## config.mk

```make
export PLATFORM = sky130hd
export DESIGN_NAME = mem_arb
export DESIGN_NICKNAME = d
export VERILOG_FILES = /design/src/rtl/mem_arb_pkg.sv /design/src/rtl/arb_rr2.sv /design/src/rtl/mem_arb.sv
export SDC_FILE = /design/constraint.sdc
export NUM_CORES = 1
export LEC_CHECK = 0
export CAP_MARGIN = 40
export CORE_AREA = 3 3 569 571
export CTS_BUF_LIST = sky130_fd_sc_hd__clkbuf_4
export CTS_CLUSTER_DIAMETER = 100
export DETAILED_ROUTE_END_ITERATION = 12
export DIE_AREA = 0 0 572 574
export PLACE_DENSITY = 0.39
export SYNTH_ARGS = -nofsm -noshare
export SYNTH_HDL_FRONTEND = slang
export SYNTH_HIERARCHICAL = 1
export SYNTH_SLANG_ARGS = --single-unit
```

## constraint.sdc

```tcl
create_clock -name clk -period 5.75 [get_ports clk]
set_input_delay 0.8625 -clock clk [delete_from_list [all_inputs] [get_ports clk]]
set_output_delay 0.8625 -clock clk [all_outputs]
set_load 0.01 [all_outputs]
```

## src/rtl/mem_arb_pkg.sv

```systemverilog
// Shared encodings for the two-requester memory bus arbiter.
// Holds FSM state, grant and op encodings used by mem_arb and arb_rr2.
// No logic; types and constants only.
package mem_arb_pkg;

    typedef enum logic [1:0] {
        ARB_IDLE = 2'd0,
        ARB_BUSY = 2'd1,
        ARB_RESP = 2'd2
    } arb_state_t;

    // Grant index doubles as the request/grant vector bit position
    typedef enum logic {
        GNT_I = 1'b0,
        GNT_D = 1'b1
    } gnt_t;

    typedef enum logic {
        OP_RD = 1'b0,
        OP_WR = 1'b1
    } op_t;

    localparam int ADDR_W = 64;

endpackage

```

## src/rtl/arb_rr2.sv

```systemverilog
// Two-way round-robin picker: one-hot grant from a 2-bit request vector.
// Latency: purely combinational.
// Backpressure: none; caller decides when the grant is consumed.
module arb_rr2
    import mem_arb_pkg::*;
(
    input  logic [1:0] req,
    input  gnt_t       last,
    output logic [1:0] gnt
);

    // Sole requester wins; on a tie the side not granted last wins
    always_comb begin
        gnt = 2'b00;
        case (req)
            2'b01:   gnt = 2'b01;
            2'b10:   gnt = 2'b10;
            2'b11:   gnt = (last == GNT_D) ? 2'b01 : 2'b10;
            default: gnt = 2'b00;
        endcase
    end

endmodule

```

## src/rtl/mem_arb.sv

```systemverilog
// I/D line-refill arbiter onto one downstream bus, one transaction in flight.
// Latency: m_* from t+1 after request, *_dv one cycle after m_ack (min 2 cycles).
// Backpressure: requests held as levels; only accepted in IDLE, watchdog aborts hangs.
module mem_arb
    import mem_arb_pkg::*;
#(
    parameter int I_LINE  = 256,
    parameter int D_LINE  = 256,
    parameter int M_LINE  = 256,
    parameter int TIMEOUT = 1024
) (
    input  logic              clk,
    input  logic              rst,
    input  logic [ADDR_W-1:0] i_addr,
    input  logic              i_rd,
    output logic [I_LINE-1:0] i_data,
    output logic              i_dv,
    input  logic [ADDR_W-1:0] d_addr,
    input  logic              d_rd,
    input  logic              d_wr,
    input  logic [D_LINE-1:0] d_wdata,
    output logic [D_LINE-1:0] d_rdata,
    output logic              d_dv,
    output logic [ADDR_W-1:0] m_addr,
    output logic              m_rd,
    output logic              m_wr,
    output logic [M_LINE-1:0] m_wdata,
    input  logic [M_LINE-1:0] m_rdata,
    input  logic              m_ack,
    output logic              err,
    output logic              busy
);

    localparam int             WD_W    = $clog2(TIMEOUT);
    localparam logic [WD_W-1:0] WD_LAST = WD_W'(TIMEOUT - 1);

    arb_state_t      state;
    gnt_t            last;
    gnt_t            owner;
    logic [WD_W-1:0] wd;
    logic            dropped;

    logic [1:0] req;
    logic [1:0] gnt;
    logic       owner_req;
    logic       live;
    logic       wd_expire;
    op_t        d_op;

    assign req       = {d_rd | d_wr, i_rd};
    assign d_op      = d_wr ? OP_WR : OP_RD;
    assign owner_req = (owner == GNT_I) ? i_rd : (d_rd | d_wr);
    // A requester that let go at any point during BUSY gets no completion
    assign live      = owner_req & ~dropped;
    assign wd_expire = (wd == WD_LAST);

    arb_rr2 u_rr (
        .req  (req),
        .last (last),
        .gnt  (gnt)
    );

    // Arbiter FSM with all bus and completion outputs registered
    always_ff @(posedge clk) begin
        if (rst) begin
            state   <= ARB_IDLE;
            last    <= GNT_I;
            owner   <= GNT_I;
            wd      <= '0;
            dropped <= 1'b0;
            i_data  <= '0;
            i_dv    <= 1'b0;
            d_rdata <= '0;
            d_dv    <= 1'b0;
            m_addr  <= '0;
            m_rd    <= 1'b0;
            m_wr    <= 1'b0;
            m_wdata <= '0;
            err     <= 1'b0;
            busy    <= 1'b0;
        end else begin
            case (state)
                ARB_IDLE: begin
                    if (|req) begin
                        state   <= ARB_BUSY;
                        busy    <= 1'b1;
                        wd      <= '0;
                        dropped <= 1'b0;
                        if (gnt[GNT_D]) begin
                            owner   <= GNT_D;
                            last    <= GNT_D;
                            m_addr  <= d_addr;
                            m_wdata <= M_LINE'(d_wdata);
                            m_wr    <= (d_op == OP_WR);
                            m_rd    <= (d_op == OP_RD);
                        end else begin
                            owner   <= GNT_I;
                            last    <= GNT_I;
                            m_addr  <= i_addr;
                            m_wdata <= '0;
                            m_wr    <= 1'b0;
                            m_rd    <= 1'b1;
                        end
                    end
                end
                ARB_BUSY: begin
                    if (m_ack || wd_expire) begin
                        state <= ARB_RESP;
                        m_rd  <= 1'b0;
                        m_wr  <= 1'b0;
                        if (live) begin
                            // An ack in the expiry cycle still counts as a normal completion
                            err <= ~m_ack;
                            if (owner == GNT_I) begin
                                i_dv   <= 1'b1;
                                i_data <= m_ack ? m_rdata[I_LINE-1:0] : '0;
                            end else begin
                                d_dv    <= 1'b1;
                                d_rdata <= m_ack ? m_rdata[D_LINE-1:0] : '0;
                            end
                        end
                    end else begin
                        wd <= wd + 1'b1;
                        if (!owner_req) begin
                            dropped <= 1'b1;
                        end
                    end
                end
                ARB_RESP: begin
                    // Requests are ignored here: the owner still holds its level during dv
                    state   <= ARB_IDLE;
                    busy    <= 1'b0;
                    i_dv    <= 1'b0;
                    d_dv    <= 1'b0;
                    err     <= 1'b0;
                    i_data  <= '0;
                    d_rdata <= '0;
                end
                default: begin
                    state <= ARB_IDLE;
                    busy  <= 1'b0;
                end
            endcase
        end
    end

endmodule
```

After elaboration in Yosys (flattened, before gate mapping)
Cells that the tools add are included.
{"block": "op_classes", "addsub": 1, "n_eq_ne": 13, "muxes": 46, "n_bitwise": 6, "reduce_logical": 14}
{"operator": "$mux W256", "count": 8}
{"operator": "$pmux W256 S2", "count": 2}
{"operator": "$mux W64", "count": 1}
{"operator": "$mux W1", "count": 20}
{"operator": "$mux W10", "count": 2}
{"operator": "$pmux W10 S2", "count": 1}
{"operator": "$ne A2 B2 Y1 const B", "count": 7}
{"operator": "$pmux W1 S2", "count": 7}
{"operator": "$reduce_and A4 Y1", "count": 3}
{"operator": "$add A10 B1 Y10 const B", "count": 1}
{"operator": "$eq A10 B10 Y1 const B", "count": 1}
{"operator": "$reduce_and A3 Y1", "count": 3}
{"operator": "$eq A2 B2 Y1 const B", "count": 3}
{"operator": "$mux W2", "count": 3}
{"operator": "$pmux W2 S3", "count": 1}
{"operator": "$reduce_and A2 Y1", "count": 3}
{"operator": "$eq A2 B1 Y1 const B", "count": 2}
{"operator": "$not A1 Y1", "count": 4}
{"operator": "$pmux W2 S2", "count": 1}
{"operator": "$reduce_bool A2 Y1", "count": 2}
{"operator": "$logic_not A2 Y1", "count": 1}
{"operator": "$reduce_or A2 Y1", "count": 1}
{"operator": "$and A1 B1 Y1", "count": 1}
{"operator": "$logic_or A1 B1 Y1", "count": 1}
{"operator": "$or A1 B1 Y1", "count": 1}
{"block": "word_totals", "reg_bits": 852, "inputBits": 646, "output_inout_bits": 838, "elab_cells": 94}

Depth between registers and ports, before layout
Gate-level depths: netlist of the first run.
{"block": "depth", "ltp_word": 6, "depth_mapped": 9, "mapped_depth_nobuf": 6}

By module
Netlist of the first run, hierarchy kept.
{"module": "mem_arb", "n_inst": 1, "cells_per_inst": 3913, "area_per_inst_um2": 34164.0, "seq_area_each_um2": 17056.4}
{"module": "arb_rr2", "n_inst": 1, "cells_per_inst": 3, "area_per_inst_um2": 18.8, "seq_area_each_um2": 0.0}

Worst setup path after synthesis of the first run
No wires, ideal clock.
{"block": "synth_timing", "path_kind": "input port to flip-flop", "startpoint": "input port d_rd", "endpoint": "register m_addr[52]", "setup_time_ps": 137, "arrival_time_ps": 2283, "t_required_ps": 5613, "setup_slack_ps": 3329, "cell_stages": 8, "n_path_buf": 3, "path_cell_list": "nor2_1 > inv_1 > a21boi_0 > buf_2 > buf_2 > clkbuf_1 > mux2i_1 > a211oi_1"}
{"block": "synth_between", "elab_chain_len": 4, "elab_cells_between_ends": 8, "cone_classes": "3 x eq/ne; 2 x mux; 1 x bitwise; 2 x reduce/logical"}
{"item": "start: declaration", "line_no": "mem_arb.sv:19", "source": "input logic d_rd,"}
{"item": "$or A1 B1 Y1 *", "line_no": "mem_arb.sv:50", "source": "assign req = {d_rd | d_wr, i_rd};"}
{"item": "net req[1]", "line_no": "mem_arb.sv:43", "source": "logic [1:0] req;"}
{"item": "$eq A2 B2 Y1 or $eq A2 B1 Y1 (tied branches)", "line_no": "arb_rr2.sv:15", "source": "case (req)"}
{"item": "$pmux W2 S3 *", "line_no": "arb_rr2.sv:15"}
{"item": "net gnt[1]", "line_no": "mem_arb.sv:44", "source": "logic [1:0] gnt;"}
{"item": "$mux W64 *", "line_no": "mem_arb.sv:89", "source": "if (gnt[GNT_D]) begin"}
{"item": "end signal: assignment", "line_no": "mem_arb.sv:92", "source": "m_addr <= d_addr;"}
{"item": "end signal: assignment", "line_no": "mem_arb.sv:99", "source": "m_addr <= i_addr;"}
{"item": "end: declaration", "line_no": "mem_arb.sv:24", "source": "output logic [ADDR_W-1:0] m_addr,"}
The timed path passes the listed nets; every way through them passes the cells marked *.
A chain may end at the register's enable or synchronous reset.

Final worst setup path of the first run
{"block": "layout_timing", "startpoint": "register m_addr[58]", "endpoint": "output port m_addr[58]"}
No word-level cell between the ends.

==> impl_table.tex, run 1 <==
\begin{tabular}{lr}
\hline
Metric & Value \\
\hline
\multicolumn{2}{l}{\textbf{Layout}} \\
\quad P\&R area growth vs syn & 73.4\% \\
\quad Share of layout cells above drive strength 1 & 8.69\% \\
\quad Post-layout net count & 6179 \\
\quad Non-filler cells, final & 9914 \\
\multicolumn{2}{l}{\textbf{Hold path}} \\
\quad Startpoint of the tightest hold check path & d\_wdata[211] \\
\quad Hold Crit Depth & 3 \\
\quad HP Class & primary input to flip-flop \\
\quad Destination of the worst hold path & m\_wdata[211] \\
\multicolumn{2}{l}{\textbf{Power}} \\
\quad Overall power & 16.0 mW \\
\quad Worst vdd ir & around 0.12 mV \\
\quad Power density over the cells & 270 mW/mm² \\
\quad Leakage & between 15 and 20 nW \\
\multicolumn{2}{l}{\textbf{Clocking}} \\
\quad Count of instances resized after the clock tree is built & 0 \\
\quad Number of buffers inserted during clock tree synthesis & $\sim$290 \\
\quad Maximum count of clock buffers along a single path & 4 \\
\quad Setup bufs post-CTS & 0 \\
\quad TritonCTS clock tree & built \\
\quad H-Tree Depth & 5 \\
\quad Clock root buffer & sky130\_fd\_sc\_hd\_\_clkbuf\_4 \\
\quad Worst skew pair latency & 1.21 ns \\
\quad Clock Sinks & 852 \\
\quad CTS hold repair buffers & 241 \\
\quad Clock transition at the registers of the reported paths & 0.07 ns \\
\multicolumn{2}{l}{\textbf{Global route}} \\
\quad Number of antenna violations at the first check in global routing & around 150 \\
\quad Number of global-route vias before repair & just under 40000 \\
\quad Maximum number of pins on one net before global-route repair & about 160 \\
\quad Remaining Overflow, GRT & 0 \\
\quad Wire length of the first global-routing pass & 363000 µm \\
\quad Total GRT Usage & about 16\% \\
\multicolumn{2}{l}{\textbf{Floorplanning}} \\
\quad Boundary pin count & 1484 \\
\quad DIE AREA & 0.328 mm² \\
\quad Die width & 572 µm \\
\quad Effective utilization at floorplan & 10.7\% \\
\quad Row count & 207 \\
\quad Die height & 574 µm \\
\quad Area of the core & 0.318 mm² \\
\multicolumn{2}{l}{\textbf{Setup path}} \\
\quad Critical-path cell list & clkdlybuf4s50\_1 \\
\quad Flop2flop setup slack & 2.45 ns \\
\quad Reg-to-reg critical path endpoint & i\_data[95] \\
\quad Crit path required time & 4.89 ns \\
\quad Category of cells accounting for the largest share of critical-path delay & buffers and inverters \\
\quad Combined buffer and inverter count along the critical path & 1 \\
\quad Reg-to-reg critical path startpoint & state[1] \\
\quad Worst setup path category & flip-flop to primary output \\
\quad Kind of end point of the critical path & primary output \\
\quad Critical path startpoint category & flip-flop \\
\quad Critical-path cell with the highest stage delay & sky130\_fd\_sc\_hd\_\_clkdlybuf4s50\_1 \\
\quad Arrival time worst endpoint & 2.50 ns \\
\quad Slowest stage delay, CP & 0.90 ns \\
\quad Crit Path Max Fanout & 2 \\
\quad Reg2Reg Depth & 5 \\
\multicolumn{2}{l}{\textbf{Job}} \\
\quad Count of maximum capacitance violations & 0 \\
\multicolumn{2}{l}{\textbf{Synth}} \\
\quad Cell count after synthesis & 3914 \\
\quad Syn Nets & 4561 \\
\quad Synthesized area & 0.0342 mm² \\
\quad Syn Area/Cell & 8.73 µm² \\
\quad Synthesis Warnings & 6 \\
\multicolumn{2}{l}{\textbf{STA}} \\
\quad Fin Clk Skew & around 0.12 ns \\
\quad Relative max-transition margin & 18.4\% \\
\quad Final worst path period need & 3.37 ns \\
\quad Total setup violations reported at the end of the flow & 0 \\
\quad Setup repair after global routing missed its margin & false \\
\quad Endpoints failing hold & 0 \\
\quad Ratio of final minimum period to clock period & about three fifths \\
\quad Final Slew Violations & 0 \\
\quad Measured slew at the worst slew-check pin & 1.22 ns \\
\quad Aggregate negative setup slack & 0 ns \\
\quad Highest attainable clock frequency & just under 300 MHz \\
\multicolumn{2}{l}{\textbf{Route}} \\
\quad Remaining DRCs & 0 \\
\quad Via total after detailed routing & 40207 \\
\quad DR pass1 iterations & 5 \\
\quad Drt total wl & between 200000 and 300000 µm \\
\quad Routed wire per std cell & 27.9 µm \\
\quad Vias per Instance & around 4.1 \\
\quad Post-route antenna net violation count & 0 \\
\quad Iteration-0 DRC Markers & 2557 \\
\multicolumn{2}{l}{\textbf{Placed design}} \\
\quad Count of placed standard cells including taps & 9184 \\
\quad DP HPWL & $\sim$210000 µm \\
\quad Global placer's final weighted congestion & 0.860 \\
\quad I/O Buffers & 1483 \\
\multicolumn{2}{l}{\textbf{Run status}} \\
\quad Run status & complete, no violations \\
\hline
\end{tabular}
==> per-layer routing <==
| layer | up-vias | global-route usage [%] | part of all wire (%) |
|---|---|---|---|
| met1 | 19810 | 18.2 | 39 |
| met4 | 118 | 5.06 | 3.3 |
| li1 | 17850 | - | - |
| met2 | 1894 | 27.5 | 48 |
| met3 | 535 | 5.39 | 8.8 |
| met5 | - | 0 | 0.27 |
==> worst max-delay path by stage <==
stage	start	end	slack (ns)	cells after the start
6_report	m_addr[58]	m_addr[58]	2.38	1
5_1_grt	m_addr[58]	m_addr[58]	2.13	1
4_1_cts	m_addr[58]	m_addr[58]	1.97	1
3_5_place_dp	i_rd	i_data[95]	1.97	7
3_3_place_gp	i_rd	i_data[103]	2.03	7
2_1_floorplan	d_rd	m_addr[52]	3.35	8
==> power breakdown <==
group,switching [mW],internal (mW),leakage (nW)
combinational,1.83,1.27,10.1
clock,3.13,3.38,2.00
sequential,0.220,6.19,6.93
total,5.18,10.8,19.1
==> worst register-to-register path: stages, from the launching register on <==
cell and delay (ns):
sky130_fd_sc_hd__dfxtp_4 0.76, sky130_fd_sc_hd__buf_4 0.76, sky130_fd_sc_hd__and2_4 0.50, sky130_fd_sc_hd__buf_12 0.41, sky130_fd_sc_hd__a32oi_1 0.65, sky130_fd_sc_hd__o41ai_1 0.11
==> layout make-up <==
class                   count  area, µm²
diodes                     41        103
fillers                 35511     259000
repair buffers           1793      18200
flip-flops and latches    852      17100
multi-input cells        2338      14200
well taps                4180       5230
inverters                 262        991
clock buffers             378       2840
clock inverters            70        536
==> registers in the layout, indices dropped and copies added (netlist names) <==
name,cells
m_wdata,256
dropped,1
state,2
err,1
wd,10
m_wr,1
m_addr,64
d_dv,1
d_rdata,256
i_dv,1
m_rd,1
i_data,256
owner,1
busy,1
==> through the flow <==
step / setup slack [ns] / util, % / hold WS (ns) / area [µm²]
final: 2.38 / 18.6 / 0.294 / 59200
after global routing: 2.13 / 18.6 / 0.0994 / 59200
after CTS: 1.97 / 18.6 / 0.000551 / 59100
after detailed placement: 1.97 / 16.8 / 0.444 / 53300
after global placement: 2.03 / 16.7 / 0.438 / 53200
after floorplan: 3.35 / - / 0.462 / 34200
==> cells in the final DEF (no fill, tap or decap), types with 2 or more instances in the layout <==
| cell type | instances |
|---|---|
| sky130_fd_sc_hd__a211oi_1 | 65 |
| sky130_fd_sc_hd__a21oi_1 | 524 |
| sky130_fd_sc_hd__a22oi_1 | 2 |
| sky130_fd_sc_hd__a31oi_1 | 3 |
| sky130_fd_sc_hd__a32oi_1 | 256 |
| sky130_fd_sc_hd__and4_1 | 3 |
| sky130_fd_sc_hd__buf_12 | 30 |
| sky130_fd_sc_hd__buf_16 | 4 |
| sky130_fd_sc_hd__buf_4 | 34 |
| sky130_fd_sc_hd__buf_8 | 2 |
| sky130_fd_sc_hd__bufinv_16 | 8 |
| sky130_fd_sc_hd__clkbuf_4 | 378 |
| sky130_fd_sc_hd__clkdlybuf4s50_1 | 1482 |
| sky130_fd_sc_hd__clkinv_1 | 40 |
| sky130_fd_sc_hd__clkinv_2 | 5 |
| sky130_fd_sc_hd__clkinv_4 | 5 |
| sky130_fd_sc_hd__clkinvlp_4 | 3 |
| sky130_fd_sc_hd__dfxtp_1 | 851 |
| sky130_fd_sc_hd__diode_2 | 41 |
| sky130_fd_sc_hd__dlygate4sd3_1 | 241 |
| sky130_fd_sc_hd__inv_1 | 261 |
| sky130_fd_sc_hd__inv_2 | 5 |
| sky130_fd_sc_hd__inv_6 | 4 |
| sky130_fd_sc_hd__mux2i_1 | 64 |
| sky130_fd_sc_hd__nand2_1 | 524 |
| sky130_fd_sc_hd__nand2b_1 | 2 |
| sky130_fd_sc_hd__nand3_1 | 264 |
| sky130_fd_sc_hd__nand4_1 | 2 |
| sky130_fd_sc_hd__nor2_1 | 73 |
| sky130_fd_sc_hd__nor3_1 | 3 |
| sky130_fd_sc_hd__o211ai_1 | 3 |
| sky130_fd_sc_hd__o21a_1 | 2 |
| sky130_fd_sc_hd__o21ai_0 | 5 |
| sky130_fd_sc_hd__o31ai_1 | 256 |
| sky130_fd_sc_hd__o41ai_1 | 256 |
| sky130_fd_sc_hd__or2_2 | 2 |
| sky130_fd_sc_hd__or3_1 | 3 |
| sky130_fd_sc_hd__or4_1 | 2 |
(Power assumes the default switching activity.)
==> run 2: changes to the inputs <==
CORE_AREA = 3 3 571 573   (was 3 3 569 571)
DIE_AREA = 0 0 574 576   (was 0 0 572 574)
clock period = 3.35 ns   (was 5.75 ns; I/O delays follow)
==> run 2 against run 1 <==
Sequential power is 72% higher. Global-route usage hardly changed. Worst setup slack worse by 2.0 ns. Routed wire length is 0.69% higher. Utilization is 1.4 points higher. Clock skew is 0.010 ns higher. Hold slack worse by 0.027 ns. Final cell count is 6.5% higher. Die area is 0.70% higher. Flip-flop and latch count stayed put. Critical path type unchanged. Critical endpoint is now i_data[112]. Largest cell class unchanged. Largest power group unchanged.
==> impl_table.tex, run 2 (synthesized netlist as in run 1, its figures left out) <==
\begin{tabular}{lr}
\hline
Metric & Value \\
\hline
\multicolumn{2}{l}{\textbf{Placed design}} \\
\quad Area of placed instances & 0.0544 mm² (+2.0\%) \\
\quad Global placer's final weighted congestion & 0.890 (+3.5\%) \\
\quad I/O Buffers & 1483 (unchanged) \\
\quad Count of placed standard cells including taps & 9416 (+2.5\%) \\
\quad DP HPWL & 222000 µm (+5.3\%) \\
\quad Pre-CTS setup slack & 0.335 ns (-1.63 ns) \\
\multicolumn{2}{l}{\textbf{STA}} \\
\quad Ratio of final minimum period to clock period & between 80\% and 90\% \\
\quad Final Slew Violations & 0 (unchanged) \\
\quad Fin Clk Skew & 0.128 ns (+0.0102 ns) \\
\quad Setup repair after global routing missed its margin & false \\
\quad Endpoints failing hold & 0 (unchanged) \\
\quad Worst slack on hold paths & 0.268 ns (-0.0265 ns) \\
\quad Final worst path period need & about 2.9 ns \\
\quad Measured slew at the worst slew-check pin & 1.03 ns (-0.189 ns) \\
\quad Relative max-transition margin & 31.1\% (+13 points) \\
\quad Total setup violations reported at the end of the flow & 0 (unchanged) \\
\quad Setup ws final & 0.408 ns (-1.98 ns) \\
\quad Aggregate negative setup slack & 0 ns (unchanged) \\
\quad Highest attainable clock frequency & 340 MHz \\
\multicolumn{2}{l}{\textbf{Route}} \\
\quad Remaining DRCs & 0 (unchanged) \\
\quad Drt total wl & 278000 µm (+0.69\%) \\
\quad DR pass1 iterations & 5 (unchanged) \\
\quad Via total after detailed routing & 41579 (+3.4\%) \\
\quad Routed wire per std cell & 26.3 µm (-5.4\%) \\
\quad Post-route antenna net violation count & 0 (unchanged) \\
\quad Top routing layer in use & met5 \\
\quad Vias per Instance & 3.94 (-2.9\%) \\
\quad Iteration-0 DRC Markers & 2987 (+17\%) \\
\quad Wire length on met2 & 132000 µm (-0.86\%) \\
\quad M1 WL & 110000 µm (+1.7\%) \\
\quad DR WL met3 & 21700 µm (-10\%) \\
\multicolumn{2}{l}{\textbf{Clocking}} \\
\quad TritonCTS clock tree & built \\
\quad Maximum count of clock buffers along a single path & 4 (unchanged) \\
\quad Worst skew pair latency & 1.25 ns (+0.04 ns) \\
\quad Setup bufs post-CTS & 0 (unchanged) \\
\quad Number of buffers inserted during clock tree synthesis & 278 (-2.5\%) \\
\quad Clock root buffer & sky130\_fd\_sc\_hd\_\_clkbuf\_4 \\
\quad H-Tree Depth & 5 (unchanged) \\
\quad Clock Sinks & 852 (unchanged) \\
\quad Clock transition at the registers of the reported paths & 0.06 ns (about the same) \\
\multicolumn{2}{l}{\textbf{Hold path}} \\
\quad HP Class & primary input to flip-flop \\
\multicolumn{2}{l}{\textbf{Setup path}} \\
\quad Crit Path Max Fanout & 3 (+1) \\
\quad Critical-path cell with the highest stage delay & sky130\_fd\_sc\_hd\_\_clkdlybuf4s50\_1 \\
\quad Arrival time worst endpoint & 2.44 ns (-0.06 ns) \\
\quad Critical-path cell list & clkdlybuf4s50\_1 \\
\quad Crit path required time & 2.85 ns (-2.04 ns) \\
\quad Slowest stage delay, CP & 0.90 ns (about the same) \\
\quad Combined buffer and inverter count along the critical path & 1 (unchanged) \\
\quad Kind of end point of the critical path & primary output \\
\quad Category of cells accounting for the largest share of critical-path delay & buffers and inverters \\
\quad Critical path startpoint category & flip-flop \\
\quad Worst setup path category & flip-flop to primary output \\
\multicolumn{2}{l}{\textbf{Global route}} \\
\quad Remaining Overflow, GRT & 0 (unchanged) \\
\quad Number of antenna violations at the first check in global routing & 181 (+20\%) \\
\quad Number of global-route vias before repair & 41275 (+4.6\%) \\
\quad Maximum number of pins on one net before global-route repair & 139 (-12\%) \\
\quad Wire length of the first global-routing pass & 368000 µm (+1.3\%) \\
\quad Total GRT Usage & 15.9\% (+0.048 points) \\
\multicolumn{2}{l}{\textbf{Power}} \\
\quad Worst vdd ir & 0.225 mV (+82\%) \\
\quad Leakage & 21.3 nW (+12\%) \\
\quad Power density over the cells & 438 mW/mm² (+62\%) \\
\quad Overall power & 28.2 mW (+76\%) \\
\multicolumn{2}{l}{\textbf{Layout}} \\
\quad Largest registers & d\_rdata (256), i\_data (256), m\_wdata (256) \\
\quad Post-layout net count & 6674 (+8.0\%) \\
\quad Util after Layout & 20.0\% (+1.4 points) \\
\quad Final Instance Area & 0.0644 mm² (+8.7\%) \\
\quad Top library cells by usage in the layout, fill and taps aside & sky130\_fd\_sc\_hd\_\_clkdlybuf4s50\_1, sky130\_fd\_sc\_hd\_\_dfxtp\_1, sky130\_fd\_sc\_hd\_\_dlygate4sd3\_1 \\
\quad Non-filler cells, final & 10555 (+6.5\%) \\
\quad Share of layout cells above drive strength 1 & 9.80\% (+1.1 points) \\
\quad Most frequent standard cell in the layout excluding fill and tap cells & sky130\_fd\_sc\_hd\_\_clkdlybuf4s50\_1 \\
\quad P\&R area growth vs syn & 88.4\% \\
\multicolumn{2}{l}{\textbf{Job}} \\
\quad Count of maximum capacitance violations & 0 (unchanged) \\
\multicolumn{2}{l}{\textbf{Floorplanning}} \\
\quad DIE AREA & 0.331 mm² (+0.70\%) \\
\quad Area of the core & 0.321 mm² (+0.89\%) \\
\quad Boundary pin count & 1484 (unchanged) \\
\quad Die height & 576 µm (+0.35\%) \\
\quad Row count & 208 (+0.48\%) \\
\quad Die width & 574 µm (+0.35\%) \\
\quad Effective utilization at floorplan & 10.6\% (-0.095 points) \\
\multicolumn{2}{l}{\textbf{Run status}} \\
\quad Run status & complete, no violations \\
\hline
\end{tabular}
[run 2: cell types whose count changed in the layout (fill, tap and decap cells not counted), sizes merged]
cell and change:
dlygate4sd3 +395, diode +26, clkinv -18, clkbuf +1
dlygate4sd2 +3, bufinv +3, buf +107, clkdlybuf4s50 -3
inv +2
[run 2: final timing paths]
kind                              startpoint            to  slack, ns  cells after the start
worst min register to register  m_wdata[120]  m_wdata[120]       0.45                      2
worst min-delay path             d_wdata[78]   m_wdata[78]       0.27                      3
worst max register to register      state[1]          m_rd       0.71                      6
worst max-delay path             i_data[112]   i_data[112]       0.41                      1
[run 2: area by class of cell]
class / count / area, µm²
flip-flops and latches: 852 / 17100
diodes: 67 / 168
clock inverters: 57 / 566
well taps: 4305 / 5390
clock buffers: 379 / 2850
fillers: 35710 / 257000
inverters: 262 / 991
multi-input cells: 2338 / 14200
repair buffers: 2295 / 23100
[run 2: report_power, final]
group / switching, mW / internal, mW / total (mW)
registers: 0.359 / 10.6 / 11.0
logic: 3.30 / 2.68 / 5.98
clock network: 5.22 / 6.02 / 11.2
[run 2: layer usage]
metal | global-route usage (%) | up-vias
met5 | 0 | -
met4 | 6.80 | 74
met3 | 4.74 | 520
met2 | 27.2 | 1942
met1 | 18.4 | 20162
li1 | - | 18881
[run 2: timing repair]
item / in CTS / in global routing
resized for setup: 3 / 0
setup endpoints to repair: 3 / 0
endpoints found under the hold margin: 849 / 0
hold buffers: 636 / 0
